### config.mk
export PLATFORM = sky130hd
export DESIGN_NAME = complex_coeff_receiver
export DESIGN_NICKNAME = d
export VERILOG_FILES = /design/src/rtl/complex_coeff_receiver.sv
export SDC_FILE = /design/constraint.sdc
export NUM_CORES = 1
export LEC_CHECK = 0
export ABC_AREA = 1
export CELL_PAD_IN_SITES_DETAIL_PLACEMENT = 0
export CELL_PAD_IN_SITES_GLOBAL_PLACEMENT = 2
export CORE_MARGIN = 5
export CORE_UTILIZATION = 40
export DETAILED_ROUTE_END_ITERATION = 8
export GPL_TIMING_DRIVEN = 0
export PLACE_DENSITY = 0.85
export SLEW_MARGIN = 20
export SYNTH_ARGS = -nofsm -noshare
export SYNTH_HDL_FRONTEND = slang
export SYNTH_SLANG_ARGS = --single-unit
### constraint.sdc
create_clock -name clock -period 2.9 [get_ports clock]
set_input_delay 0.435 -clock clock [delete_from_list [all_inputs] [get_ports clock]]
set_output_delay 0.435 -clock clock [all_outputs]
set_load 0.01 [all_outputs]
### src/rtl/complex_coeff_receiver.sv
// Receiving end of the complex coefficient stream: captures LENGTH Re/Im pairs into a tap bank,
// checks filterSetFlag framing and serves a registered read port. Optional macro: COEFF_CONJUGATE_EN.
module complex_coeff_receiver #(
  parameter int LENGTH     = 12,
  parameter int DATA_WIDTH = 8
) (
  input  logic                         clock,
  input  logic                         resetN,
  input  logic                         enable,
  input  logic signed [DATA_WIDTH-1:0] coefficientInRe,
  input  logic signed [DATA_WIDTH-1:0] coefficientInIm,
  input  logic                         filterSetFlag,
  input  logic        [9:0]            tapAddress,
  output logic signed [DATA_WIDTH-1:0] coefficientOutRe,
  output logic signed [DATA_WIDTH-1:0] coefficientOutIm,
  output logic                         coeffReady,
  output logic                         frameError,
  output logic        [9:0]            loadCount
);

  // state | meaning
  // IDLE  | waiting for enable; coeffReady keeps the result of the last session
  // ARMED | one-cycle gap covering source latency; clears session status
  // LOAD  | writing one streamed pair per enabled cycle
  // DONE  | full, correctly framed set held; over-run ignored
  // ERROR | framing mismatch; frameError held until the next ARMED
  localparam logic [2:0] IDLE  = 3'd0;
  localparam logic [2:0] ARMED = 3'd1;
  localparam logic [2:0] LOAD  = 3'd2;
  localparam logic [2:0] DONE  = 3'd3;
  localparam logic [2:0] ERROR = 3'd4;

  localparam int         AW    = (LENGTH > 1) ? $clog2(LENGTH) : 1;
  localparam logic [9:0] LEN10 = 10'(LENGTH);
  localparam logic [9:0] LAST  = 10'(LENGTH - 1);

  logic [2:0] state;

  logic signed [DATA_WIDTH-1:0] bank_re [LENGTH];
  logic signed [DATA_WIDTH-1:0] bank_im [LENGTH];

  logic signed [DATA_WIDTH-1:0] im_store;
  logic        [AW-1:0]         wr_idx;
  logic        [AW-1:0]         rd_idx;
  logic                         rd_in_range;

`ifdef COEFF_CONJUGATE_EN
  // Negating the most negative code would overflow, so clamp it to the most positive code.
  localparam logic signed [DATA_WIDTH-1:0] MOST_NEG = {1'b1, {(DATA_WIDTH-1){1'b0}}};
  localparam logic signed [DATA_WIDTH-1:0] MOST_POS = {1'b0, {(DATA_WIDTH-1){1'b1}}};

  always_comb begin
    im_store = -coefficientInIm;
    if (coefficientInIm == MOST_NEG) begin
      im_store = MOST_POS;
    end
  end
`else
  always_comb begin
    im_store = coefficientInIm;
  end
`endif

  assign wr_idx      = loadCount[AW-1:0];
  assign rd_idx      = tapAddress[AW-1:0];
  assign rd_in_range = (tapAddress < LEN10);

  always_ff @(posedge clock) begin
    if (!resetN) begin
      state            <= IDLE;
      loadCount        <= '0;
      coeffReady       <= 1'b0;
      frameError       <= 1'b0;
      coefficientOutRe <= '0;
      coefficientOutIm <= '0;
      for (int i = 0; i < LENGTH; i++) begin
        bank_re[i] <= '0;
        bank_im[i] <= '0;
      end
    end else begin
      if (rd_in_range) begin
        coefficientOutRe <= bank_re[rd_idx];
        coefficientOutIm <= bank_im[rd_idx];
      end else begin
        coefficientOutRe <= '0;
        coefficientOutIm <= '0;
      end

      case (state)
        IDLE: begin
          if (enable) begin
            state <= ARMED;
          end
        end

        ARMED: begin
          coeffReady <= 1'b0;
          frameError <= 1'b0;
          loadCount  <= '0;
          state      <= enable ? LOAD : IDLE;
        end

        LOAD: begin
          if (enable) begin
            // loadCount never exceeds LAST here, so the increment tops out at LENGTH.
            bank_re[wr_idx] <= coefficientInRe;
            bank_im[wr_idx] <= im_store;
            loadCount       <= loadCount + 10'd1;
            if (loadCount == LAST) begin
              if (filterSetFlag) begin
                coeffReady <= 1'b1;
                state      <= DONE;
              end else begin
                frameError <= 1'b1;
                state      <= ERROR;
              end
            end else if (filterSetFlag) begin
              frameError <= 1'b1;
              state      <= ERROR;
            end
          end else begin
            coeffReady <= 1'b0;
            state      <= IDLE;
          end
        end

        DONE: begin
          if (!enable) begin
            state <= IDLE;
          end
        end

        ERROR: begin
          coeffReady <= 1'b0;
          if (!enable) begin
            state <= IDLE;
          end
        end

        default: begin
          state <= IDLE;
        end
      endcase
    end
  end

endmodule

==> qor.yml <==
status: "completed"
clock_skew_ps: 8.05
clockBufferDepth: 3
diodes: 0
clkSinkCount: 287
postLayoutSetupSlackWorst_ps: 328
worst_setup_path_start_kind: "input pin"
required_ps: 3090
async_flop_share_pct: 0
rsz0062_at_grt: "false"
post-route-min-period_ps: 2570
initial_core_util_pct: 40.8
crit_type: "input pin to register"
ys_types: 29
antenna_left: 0
clock.fmax_mhz: 389
synth_edf_count: 256
core_um2: 30700
slew_headroom_pct: 29.1
end_kind: "register"
drive_gt1_share_pct: 9.11
grt_first_pass_wirelength_mm: 55.7
wl_per_cell_um: 21.7
nFillCells: 2875
drc: 0
synth_top_area_share_pct: 61.3
postRouteWirelength_mm: 37.6
drv_slew: 0
gp_congestion: 0.878
peakVddDrop_mv: 0.436
finalHoldViolCount: 0
worst_pin_slew_ps: 1060
post-route-period-util_pct: 88.7
drt-pass1-iter-count: 5
yosys_warnings: 0
powerDensity_nw_per_um2: 648
dr.max_layer_used: "met4"
seq_area_frac_synth_pct: 66.2
num_rows: 64
cts_setup_buffers: 0
avgSynthCellArea_um2: 10.2
synth_area_leader_cell: "edfxtp_1"
syn2layout_area_growth_pct: 17.2
postPlaceCellArea_um2: 13600
stdcell_area_um2: 14700
htreeDepth: 1
layout.nets: 1350
cts_tree: "built"
synth_cells: 1226
hold_buffers: 0
die_w_um: 187
clk_latency_ps: 560
worstPathArrival_ps: 2760
overflow: 0
synth.cell_area_um2: 12500
wl_met3_mm: 2.79
antenna_found_initial: 1
synthTopCellsByArea: "edfxtp_1, nor2_1, o21ai_0, dfxtp_1, nand2_1"
cts_resized: 0
p_leak_nw: 5.50
place_hpwl_mm: 26.6
drt-met1-wl_mm: 16.9
cts_buffers: 30
syn_nets: 1260
grt_max_degree: 17
clock-root-buffer: "clkbuf_16"
drt-initial-drc-count: 940
setup_viol: 0
grt_pass1_vias: 8812
crit_path_max_fanout: 16
ys_seq_elements: 287
hold_path.class: "register to register"
port_buffers: 55
pre_cts_ws_ps: -241
ys.flop_type: "edfxtp_1"
die_y_um: 187
dr_wl_met2_mm: 16.8
cap_viol_max_count: 0
vias_per_cell: 5.26
die_area_um2: 35000
grt_usage_pct: 21.1
io_pins: 58
clk_pin_slew_ps: 60
num_vias: 9120
==> metal layers <==
layer	track usage [%]	up-vias
met4	6.80	0
met1	30.7	4382
li1	-	4335
met2	32.7	338
met3	3.14	65
met5	0	-
==> layout make-up <==
type / instances / area [um2] / area share (%)
sequential: 287 / 8310 / 56.5
multi-input combinational: 799 / 3590 / 24.4
clock buffer: 41 / 927 / 6.31
timing repair buffer: 58 / 584 / 3.98
tap: 396 / 495 / 3.37
buffer: 79 / 432 / 2.94
inverter: 61 / 229 / 1.56
clock inverter: 14 / 138 / 0.936
==> stage by stage <==
stage | setup TNS, ps | hold slack (ps) | instances | total power, W | util [%]
floorplan | 0 | 474 | 1226 | 0.00517 | -
global placement | -55420 | 442 | 1677 | 0.00550 | 44.2
detailed placement | -30440 | 447 | 1680 | 0.00551 | 44.3
CTS | 0 | 457 | 1735 | 0.00955 | 47.8
global route | 0 | 473 | 1735 | 0.00980 | 47.8
finish | 0 | 455 | 1735 | 0.00952 | 47.8
==> sequential cells by signal (all words and copies together) (netlist names) <==
name,count
coefficientOutRe,8
bank_re,128
coeffReady,1
bank_im,128
frameError,1
state,3
coefficientOutIm,8
loadCount,10
==> cell usage after synthesis, types with 4 or more instances <==
cell	number
nor3_1	7
nor2_2	11
dfxtp_1	31
nand4_1	4
nor2_1	398
ha_1	4
o21ai_1	10
a21oi_1	29
nand2_2	11
nand2_4	4
buf_2	14
nand2_1	102
clkbuf_1	41
o21ai_0	154
buf_1	5
inv_2	7
inv_1	53
buf_4	5
nand3_1	26
o211ai_1	32
buf_6	13
edfxtp_1	256
==> worst max-delay path: stages <==
cell and delay (ps):
clkdlybuf4s50_1 700, inv_2 200, nor2_4 180, nand2_1 110, inv_2 150, nand2_2 180
buf_6 230, nand2_1 560
==> cell families (layout without fill, tap and decap cells) <==
family          Yosys count  count (layout)  share of synthesized area [%]
xor+xnor                  1               1                         0.0698
simple gates            569             569                           18.4
compound gates          225             225                           9.62
fa+ha+maj                 4               4                          0.399
flops                   287             287                           66.2
buf+inv                 140             253                           5.27
==> power breakdown <==
part           total (W)  leakage, nW  internal (W)  switching (W)
sequential       0.00465         2.79       0.00461      0.0000440
clock            0.00409        0.529       0.00248        0.00161
combinational   0.000779         2.18      0.000202       0.000577
total            0.00952         5.50       0.00729        0.00223
==> path summary, 6_finish.rpt <==
check | cells past startpoint | slack (ps) | startpoint | endpoint
max reg2reg | 6 | 340 | loadCount[2] | bank_im[4][3]
max | 8 | 330 | resetN | bank_im[2][5]
min | 2 | 460 | frameError | frameError
min reg2reg | 2 | 460 | frameError | frameError
==> cells in the final DEF, fill, tap and decap left out <==
master             n
a21oi_1           29
buf_1              5
buf_2             14
buf_4              5
buf_6             16
bufinv_16          3
clkbuf_1          43
clkbuf_16         34
clkbuf_2           1
clkbuf_8           5
clkdlybuf4s50_1   55
clkinv_1           7
clkinv_2           5
dfxtp_1           31
edfxtp_1         256
ha_1               4
inv_1             53
inv_2              7
nand2_1          102
nand2_2           11
nand2_4            4
nand3_1           26
nand3b_1           2
nand4_1            4
nor2_1           395
nor2_2            14
nor2_4             1
nor2_8             1
nor3_1             6
nor3_2             1
nor4_1             2
o211ai_1          32
o21ai_0          154
o21ai_1           10
xor2_1             1
No activity file was read; power rests on OpenSTA's default activity.
